**src/rtl/tx_frame_serializer.sv**
```systemverilog
// ============================================================================
// tx_frame_serializer
// ----------------------------------------------------------------------------
// Purpose:
//   This is the TX back end behind the HPS register driver. Bytes that the
//   driver writes are held in a byte FIFO. On start_tx the block sends exactly
//   size_fifo_tx bytes on tx_out as UART-style frames. Each frame is a start
//   bit (0), 8 data bits sent LSB first, and a stop bit (1). ready_tx goes
//   back to 1 once the block is idle again.
//
// Optional feature (compile-time macro TX_PARITY_EN):
//   When TX_PARITY_EN is defined, an even-parity bit (the XOR of the 8 data
//   bits) goes between data bit 7 and the stop bit, which makes an 11-bit
//   frame. When it is undefined the frame has 10 bits and there is no
//   PARITY state.
//
// Parameters:
//   DEPTH       FIFO depth in bytes (power of 2, >= 2)
//   BIT_PERIOD  clk cycles per serial bit (>= 2)
//
// Ports:
//   clk           in   system clock, all logic on posedge
//   reset         in   synchronous, active-high
//   data_tx       in   byte to enqueue
//   wren_fifo_tx  in   enqueue strobe, one byte per cycle while high
//   size_fifo_tx  in   packet byte count, sampled on start_tx
//   start_tx      in   single-cycle start pulse
//   ready_tx      out  1 = idle, start_tx can be accepted
//   tx_out        out  serial line, idles high
//   fifo_level    out  bytes currently held in the FIFO
//   overflow      out  sticky flag: a write was attempted while full
//   start_err     out  1-cycle pulse: start_tx was rejected
// ============================================================================
module tx_frame_serializer #(
    parameter int DEPTH      = 256,
    parameter int BIT_PERIOD = 50
) (
    input  logic                   clk,
    input  logic                   reset,
    input  logic [7:0]             data_tx,
    input  logic                   wren_fifo_tx,
    input  logic [7:0]             size_fifo_tx,
    input  logic                   start_tx,
    output logic                   ready_tx,
    output logic                   tx_out,
    output logic [$clog2(DEPTH):0] fifo_level,
    output logic                   overflow,
    output logic                   start_err
);

    localparam int AW = $clog2(DEPTH);
    localparam int BW = (BIT_PERIOD > 1) ? $clog2(BIT_PERIOD) : 1;
    localparam logic [BW-1:0] BAUD_LAST  = BW'(BIT_PERIOD - 1);
    localparam logic [AW:0]   FULL_LEVEL = (AW + 1)'(DEPTH);

`ifdef TX_PARITY_EN
    typedef enum logic [2:0] {IDLE, LOAD, START, DATA, PARITY, STOP} state_t;
`else
    typedef enum logic [2:0] {IDLE, LOAD, START, DATA, STOP} state_t;
`endif

    state_t        state_q;
    logic [7:0]    mem [DEPTH];
    logic [AW-1:0] wrPtr_q;
    logic [AW-1:0] rdPtr_q;
    logic [AW:0]   level_q;
    logic [AW:0]   level_d;
    logic          overflow_q;
    logic [7:0]    remaining_q;
    logic [7:0]    shift_q;
    logic [2:0]    bitCnt_q;
    logic [BW-1:0] baudCnt_q;
    logic          tx_q;
    logic          ready_q;
    logic          startErr_q;
`ifdef TX_PARITY_EN
    logic          parity_q;
`endif

    logic       fifoFull;
    logic       push;
    logic       pop;
    logic       startOk;
    logic [7:0] headByte;

    assign fifoFull = (level_q == FULL_LEVEL);
    assign push     = wren_fifo_tx && !fifoFull;
    assign pop      = (state_q == LOAD);
    assign headByte = mem[rdPtr_q];

    // The FSM only pops while remaining != 0. A start is accepted only if
    // level >= size, and writes can only raise the level after that, so the
    // FIFO can never be read while it is empty.
    assign startOk  = (size_fifo_tx != 8'd0) &&
                      (32'(level_q) >= 32'(size_fifo_tx));

    // Next FIFO fill level. A push and a pop in the same cycle cancel out.
    always_comb begin
        level_d = level_q;
        if (push && !pop) begin
            level_d = level_q + 1'b1;
        end else if (!push && pop) begin
            level_d = level_q - 1'b1;
        end
    end

    // FIFO storage. It has no reset: a location is only read after it has
    // been written.
    always_ff @(posedge clk) begin
        if (push) begin
            mem[wrPtr_q] <= data_tx;
        end
    end

    // FIFO pointers, fill level and the sticky overflow flag. Both pointers
    // are exactly AW bits wide, so they wrap modulo DEPTH on their own.
    always_ff @(posedge clk) begin
        if (reset) begin
            wrPtr_q    <= '0;
            rdPtr_q    <= '0;
            level_q    <= '0;
            overflow_q <= 1'b0;
        end else begin
            if (push) begin
                wrPtr_q <= wrPtr_q + 1'b1;
            end
            if (pop) begin
                rdPtr_q <= rdPtr_q + 1'b1;
            end
            level_q <= level_d;
            if (wren_fifo_tx && fifoFull) begin
                overflow_q <= 1'b1;
            end
        end
    end

    // Frame sequencer. tx_q is loaded with the level of the state being
    // entered, so the line changes on the same edge as the state and has no
    // combinational path to the pin. START, DATA, PARITY and STOP each hold
    // their bit for BIT_PERIOD cycles, counted by baudCnt_q.
    always_ff @(posedge clk) begin
        if (reset) begin
            state_q     <= IDLE;
            remaining_q <= '0;
            shift_q     <= '0;
            bitCnt_q    <= '0;
            baudCnt_q   <= '0;
            tx_q        <= 1'b1;
            ready_q     <= 1'b1;
            startErr_q  <= 1'b0;
`ifdef TX_PARITY_EN
            parity_q    <= 1'b0;
`endif
        end else begin
            startErr_q <= 1'b0;
            unique case (state_q)
                IDLE: begin
                    if (start_tx) begin
                        if (startOk) begin
                            remaining_q <= size_fifo_tx;
                            ready_q     <= 1'b0;
                            state_q     <= LOAD;
                        end else begin
                            startErr_q <= 1'b1;
                        end
                    end
                end
                LOAD: begin
                    shift_q     <= headByte;
`ifdef TX_PARITY_EN
                    parity_q    <= ^headByte;
`endif
                    remaining_q <= remaining_q - 1'b1;
                    baudCnt_q   <= '0;
                    tx_q        <= 1'b0;
                    state_q     <= START;
                end
                START: begin
                    if (baudCnt_q == BAUD_LAST) begin
                        baudCnt_q <= '0;
                        bitCnt_q  <= '0;
                        tx_q      <= shift_q[0];
                        state_q   <= DATA;
                    end else begin
                        baudCnt_q <= baudCnt_q + 1'b1;
                    end
                end
                DATA: begin
                    if (baudCnt_q == BAUD_LAST) begin
                        baudCnt_q <= '0;
                        if (bitCnt_q == 3'd7) begin
`ifdef TX_PARITY_EN
                            tx_q    <= parity_q;
                            state_q <= PARITY;
`else
                            tx_q    <= 1'b1;
                            state_q <= STOP;
`endif
                        end else begin
                            bitCnt_q <= bitCnt_q + 1'b1;
                            shift_q  <= {1'b0, shift_q[7:1]};
                            tx_q     <= shift_q[1];
                        end
                    end else begin
                        baudCnt_q <= baudCnt_q + 1'b1;
                    end
                end
`ifdef TX_PARITY_EN
                PARITY: begin
                    if (baudCnt_q == BAUD_LAST) begin
                        baudCnt_q <= '0;
                        tx_q      <= 1'b1;
                        state_q   <= STOP;
                    end else begin
                        baudCnt_q <= baudCnt_q + 1'b1;
                    end
                end
`endif
                STOP: begin
                    if (baudCnt_q == BAUD_LAST) begin
                        baudCnt_q <= '0;
                        if (remaining_q != 8'd0) begin
                            state_q <= LOAD;
                        end else begin
                            ready_q <= 1'b1;
                            state_q <= IDLE;
                        end
                    end else begin
                        baudCnt_q <= baudCnt_q + 1'b1;
                    end
                end
                default: begin
                    tx_q    <= 1'b1;
                    ready_q <= 1'b1;
                    state_q <= IDLE;
                end
            endcase
        end
    end

    assign ready_tx   = ready_q;
    assign tx_out     = tx_q;
    assign fifo_level = level_q;
    assign overflow   = overflow_q;
    assign start_err  = startErr_q;

endmodule

```
**config.mk**
```make
export PLATFORM = sky130hd
export DESIGN_NAME = tx_frame_serializer
export DESIGN_NICKNAME = d
export VERILOG_FILES = /design/src/rtl/tx_frame_serializer.sv
export SDC_FILE = /design/constraint.sdc
export NUM_CORES = 2
export LEC_CHECK = 0
export ABC_AREA = 1
export ABC_CLOCK_PERIOD_IN_PS = 5600
export BUFFER_PORTS_ARGS = -buffer_cell sky130_fd_sc_hd__buf_2
export CORE_ASPECT_RATIO = 0.75
export CORE_UTILIZATION = 51
export CTS_CLUSTER_SIZE = 14
export DETAILED_ROUTE_END_ITERATION = 8
export PLACE_DENSITY_LB_ADDON = 0.08
export SYNTH_ARGS = -nofsm -noshare
export SYNTH_HDL_FRONTEND = slang
export SYNTH_SLANG_ARGS = --single-unit
```
**constraint.sdc**
```tcl
create_clock -name clk -period 5.6 [get_ports clk]
set_input_delay 0 -clock clk [delete_from_list [all_inputs] [get_ports clk]]
set_output_delay 0 -clock clk [all_outputs]
set_load 0.1 [all_outputs]
```
After elaboration in Yosys (flattened, before gate mapping)
Memories as Yosys holds them, arrays and structs flattened. A register that Yosys moved wholly into a read port is not among the register bits. Cells that the tools add are included.

Reduce and logical (&&, ||, !) cells: 26. Mux-type cells: 36. $lt $le $gt $ge: 1. Bitwise gates (word level): 4. Divide/modulo/power cells: 0. $mul: 0. Shift-type cells: 0. Add/sub/neg operators: 7. Equality and inequality tests: 15.

Operators with widths (number): 8-bit 2-to-1 mux (6); 8-bit one-hot mux with 2 select lines (2); 3-bit 2-to-1 mux (9); 9-bit 2-to-1 mux (2); 8-bit by 1-bit adder with 8-bit output (second input constant) (2); 2-bit != test (second input constant) (8); 8-bit nonzero test (2); 3-bit one-hot mux with 5 select lines (1); 6-bit one-hot mux with 2 select lines (1); 1-bit 2-to-1 mux (11); 2-bit nonzero test (5); 9-bit by 1-bit adder with 9-bit output (second input constant) (1); 9-bit == test (second input constant) (1); 9-bit by 8-bit >= comparator with 1-bit output (1); 3-bit AND reduction (3); 3-bit OR reduction (3); 9-bit by 1-bit subtractor with 9-bit output (second input constant) (1); 8-bit by 1-bit subtractor with 8-bit output (second input constant) (1); 6-bit by 1-bit adder with 6-bit output (second input constant) (1); 3-bit by 2-bit == test with 1-bit output (second input constant) (2); 3-bit == test (second input constant) (2); 6-bit == test (second input constant) (1); 6-bit 2-to-1 mux (1); 3-bit one-hot mux with 2 select lines (1); other kinds (12) (21).

Output and inout port bits: 13. Bits in read-only memories: 0. Bits in latches: 0. Memories: 1. Bits in writable memories: 2048. Bits of input ports: 20. Flip-flop bits (word level): 57.

Memory list: mem (depth 256, width 8, rd ports 1, clocked after memory_dff 1, wr ports 1, RTL line 63) `logic [7:0] mem [DEPTH];`.

Longest topological paths before layout
Word-level depth: 7. Mapped depth: 19.

Worst setup path before layout
No wires, ideal clock.

Path kind: register to register. From: register level_q[1] (netlist: fifo_level[1]). To: register level_q[7] (netlist: fifo_level[7]). Stages on the path, launching flop included: 20. Arrival: 3.463 ns. Setup slack: 2.021 ns. Buffers on the path: 1. Period minus slack after synthesis: 3.579 ns. Required time: 5.485 ns. Setup time: 0.115 ns. Cells stage by stage: dfxtp_1 > nor4_1 > nand3_1 > nand2_1 > inv_1 > buf_2 > ha_1 > inv_1 > ha_1 > a21oi_1 > nand2_1 > nand2_1 > nand2_1 > a21oi_1 > inv_1 > a21oi_1 > o21ai_0 > xor2_1 > o21ai_0 > inv_1.

Longest elaborated chain between the ends: 6. Elaborated cells on any way between the ends: 11. Classes of those cells: 2 x add/sub; 1 x eq/ne; 2 x mux; 6 x reduce/logical.

RTL lines: start, declared (RTL line 66) `logic [AW:0] level_q;`; start signal, assigned (RTL line 130) `level_q <= level_d;`; 9-bit == test (*) (RTL line 86) `assign fifoFull = (level_q == FULL_LEVEL);`; 1-bit logical NOT (*) (RTL line 87) `assign push = wren_fifo_tx && !fifoFull;`; 1-bit logical AND (*) (RTL line 87); via push (RTL line 81) `logic push;`; 1-bit logical NOT (RTL line 102) `end else if (!push && pop) begin`; 1-bit logical AND (RTL line 102); 2-bit nonzero test (no source line).

Mark *: on every way through the listed nets, which the timed path passes. The rest lies on a longest branch. The select of a mux whose other input is x is not followed. A chain may end at the register's enable or synchronous reset.

Worst setup path after layout
From: register level_q[7] (netlist: fifo_level[7]). To: memory mem[27][4], enable pin.

Longest elaborated chain between the ends: 5.

RTL lines: 9-bit == test (RTL line 86); 1-bit logical NOT (RTL line 87); 1-bit logical AND (RTL line 87); 1-bit 2-to-1 mux (RTL line 110) `if (push) begin`; 1-bit 2-to-1 mux (not written as such) (RTL line 111) `mem[wrPtr_q] <= data_tx;`; end, declared (RTL line 63).

Every way passes these cells.

==> qor.yml <==
layout:
  num-nets-final: 7304
  fill_cells: 14100
  area_growth_syn_to_layout_pct: 9.40
  drive_gt1_share_pct: 5.71
  layout_common_cells: "2101 x nand2_1, 2048 x edfxtp_1, 1983 x nand3_1"
  final_common_cell: "nand2_1"
die:
  die_area_mm2: 0.171
  start_util_pct: 51.5
  coreArea_mm2: 0.168
  fp.dieH_um: 359
  die_width_um: 477
  rows: 130
  ios: 33
yosys:
  ys_ff_latch: 2113
  synth_mux_area_share_pct: 0
  synth_top_family_by_area: "simple AND/OR/NAND/NOR gates"
  synth_nets: 7444
  netlist_area_mm2: 0.0865
  ys.flop_type: "edfxtp_1"
  async_flop_share_pct: 0
  yosysUniqueCellTypes: 39
  yosys.area_share.simple_pct: 22.5
  avgSynthCellArea_um2: 11.7
  synth_xor_area_share_pct: 0.0911
  synth_warnings: 0
  synth-edff-count: 2048
  yosysSeqAreaShare_pct: 72.6
  synth_cells: 7396
  yosys.area_share.adder_pct: 0.414
  synth_compound_area_share_pct: 1.03
place:
  dp_hpwl_mm: 130
  finalWeightedCongestion: 0.850
  place_ws_ns: 1.81
  numPortBuffers: 32
timing:
  max_freq_mhz: 263
  finalClockSkew_ns: 0.0301
  fin_ws_ns: 1.79
  tightestPinTransition_ns: 1.11
  hold_viol_final: 0
  relSlewSlack_pct: 25.7
  setup_viol: 0
  setup_tns_ns: 0
  rsz0062_at_grt: "false"
  min_period_ns: 3.81
  post-route-period-util_pct: 68.0
  slew_violations: 0
clocking:
  hold_buffers: 26
  clk_pin_slew_worst_paths_ns: 0.06
  clockBufferDepth: 3
  cts_buffers: 200
  clock-sinks: 2113
  htreeDepth: 4
  cts_tree: "built"
  cts_resized: 0
  clock_latency_ns: 0.84
  root_buffer: "clkbuf_16"
  post-cts-setup-buffers: 0
critical_path:
  arrival_ns: 4.25
  cp-end-kind: "register"
  required_ns: 6.04
  startpoint_type: "register"
  path_class: "reg -> reg"
  cp_max_fo: 12
drt:
  wirelength_mm: 238
  ant_nets: 0
  wire_per_inst_um: 24.6
  drt-initial-drc-count: 6790
  vias: 56400
  drc: 0
  avgViaCountPerCell: 5.83
  drtPass1Iterations: 7
grt:
  grt_pass1_vias: 53000
  track_usage_pct: 27.7
  antenna_found_initial: 7
  overflow: 0
  grt_max_degree: 199
  grt_pass1_wl_mm: 353
min_path:
  hold_class: "in -> reg"
pwr:
  p_switching_mw: 12.9
  power-per-cell-area_mw_per_mm2: 423
  combPwrFrac_pct: 23.1
  p_leak_nw: 32.6
  p_clk_share_pct: 32.8
  vdd_drop_max_uv: 397
  p_int_mw: 27.2
  seqPwrFrac_pct: 44.1
  swShare_pct: 32.2
run_status:
  status: "finished, final reports clean"
flow_run:
  cap_violations: 0
-- metal layers --
| layer | vias to the layer above | share of wire [%] | GRT usage, % |
|---|---|---|---|
| li1 | 26000 | - | - |
| met1 | 28000 | 45 | 42.5 |
| met2 | 2151 | 44 | 40.9 |
| met3 | 316 | 8.3 | 4.78 |
| met4 | 0 | 2.1 | 6.81 |
| met5 | - | 0 | 0 |
-- state kept, by name (all words and copies together) (netlist names), named ones only --
signal,cells
fifo_level,9
bitCnt_q,3
remaining_q,8
shift_q,8
state_q,3
mem,2048
rdPtr_q,8
ready_tx,1
baudCnt_q,6
tx_out,1
start_err,1
overflow,1
wrPtr_q,8
-- cell usage after synthesis, types with 2 or more instances --
cell type | count | area share [%]
a21oi_1 | 48 | 0.28
a31oi_1 | 2 | 0.014
and3_1 | 3 | 0.022
buf_1 | 43 | 0.19
buf_12 | 2 | 0.046
buf_2 | 259 | 1.5
buf_4 | 51 | 0.44
buf_6 | 21 | 0.27
clkbuf_1 | 117 | 0.51
clkinv_1 | 5 | 0.022
dfxtp_1 | 65 | 1.5
edfxtp_1 | 2048 | 71
ha_1 | 27 | 0.39
inv_1 | 76 | 0.33
inv_2 | 2 | 0.0087
nand2_1 | 2101 | 9.1
nand3_1 | 1989 | 12
nand4_1 | 14 | 0.10
nor2_1 | 375 | 1.6
nor3_1 | 10 | 0.058
nor4_1 | 6 | 0.043
o21a_1 | 2 | 0.017
o21ai_0 | 79 | 0.46
o21ai_1 | 7 | 0.041
o22ai_1 | 23 | 0.17
xnor2_1 | 2 | 0.020
xor2_1 | 7 | 0.071
-- final timing paths --
path | cells past startpoint | endpoint | slack, ns | from
setup / recovery | 7 | mem[27][4]$_DFFE_PP_ | 1.79 | fifo_level[7]$_SDFFE_PP0P_
hold / removal | 6 | remaining_q[3]$_SDFFE_PP0P_ | 0.14 | size_fifo_tx[3]
setup reg to reg | 7 | mem[27][4]$_DFFE_PP_ | 1.79 | fifo_level[7]$_SDFFE_PP0P_
hold reg to reg | 2 | remaining_q[1]$_SDFFE_PP0P_ | 0.46 | remaining_q[1]$_SDFFE_PP0P_
-- power by group through the flow --
stage / combinational (mW) / sequential (mW) / clock (mW)
floorplan: 6.23 / 18.1 / 0
global placement: 9.11 / 18.0 / 0
detailed placement: 9.18 / 18.0 / 0
CTS: 9.23 / 17.7 / 13.3
global route: 10.2 / 17.7 / 13.8
finish: 9.25 / 17.7 / 13.1
-- layout make-up --
type | instances | area, um2 | share of cell area (%)
clock inverter | 109 | 781 | 0.825
multi-input combinational | 4704 | 20800 | 22.0
sequential | 2113 | 62800 | 66.4
antenna | 5 | 12.5 | 0.0132
clock buffer | 261 | 5430 | 5.74
timing repair buffer | 152 | 1570 | 1.66
inverter | 85 | 362 | 0.382
tap | 2244 | 2810 | 2.97
-- metrics by stage --
step                cells  hold slack [ns]  util [%]  total power, mW  cell area, um2
floorplan            7396           0.0989         -             24.3           86500
global placement     9272            0.295      52.5             27.1           88100
detailed placement   9272            0.307      52.5             27.2           88100
CTS                  9668           0.0628      56.4             40.2           94600
global route         9668            0.141      56.4             41.7           94600
finish               9673            0.139      56.4             40.0           94600
-- critical path: stages, from the launching register on --
cell     delay, ns
dfxtp_1       0.43
nor4_1        0.12
nand3_1       0.09
nand2_1       0.17
nor2_1        0.37
nand3_2       0.91
buf_4         0.54
nor2_1        0.76
-- kinds of logic after synthesis --
group           after synthesis
simple gates               4500
flops                      2113
buf+inv                     579
compound gates              167
fa+ha+maj                    28
xor+xnor                      9
Note: power is estimated with default switching activity, not from simulation.
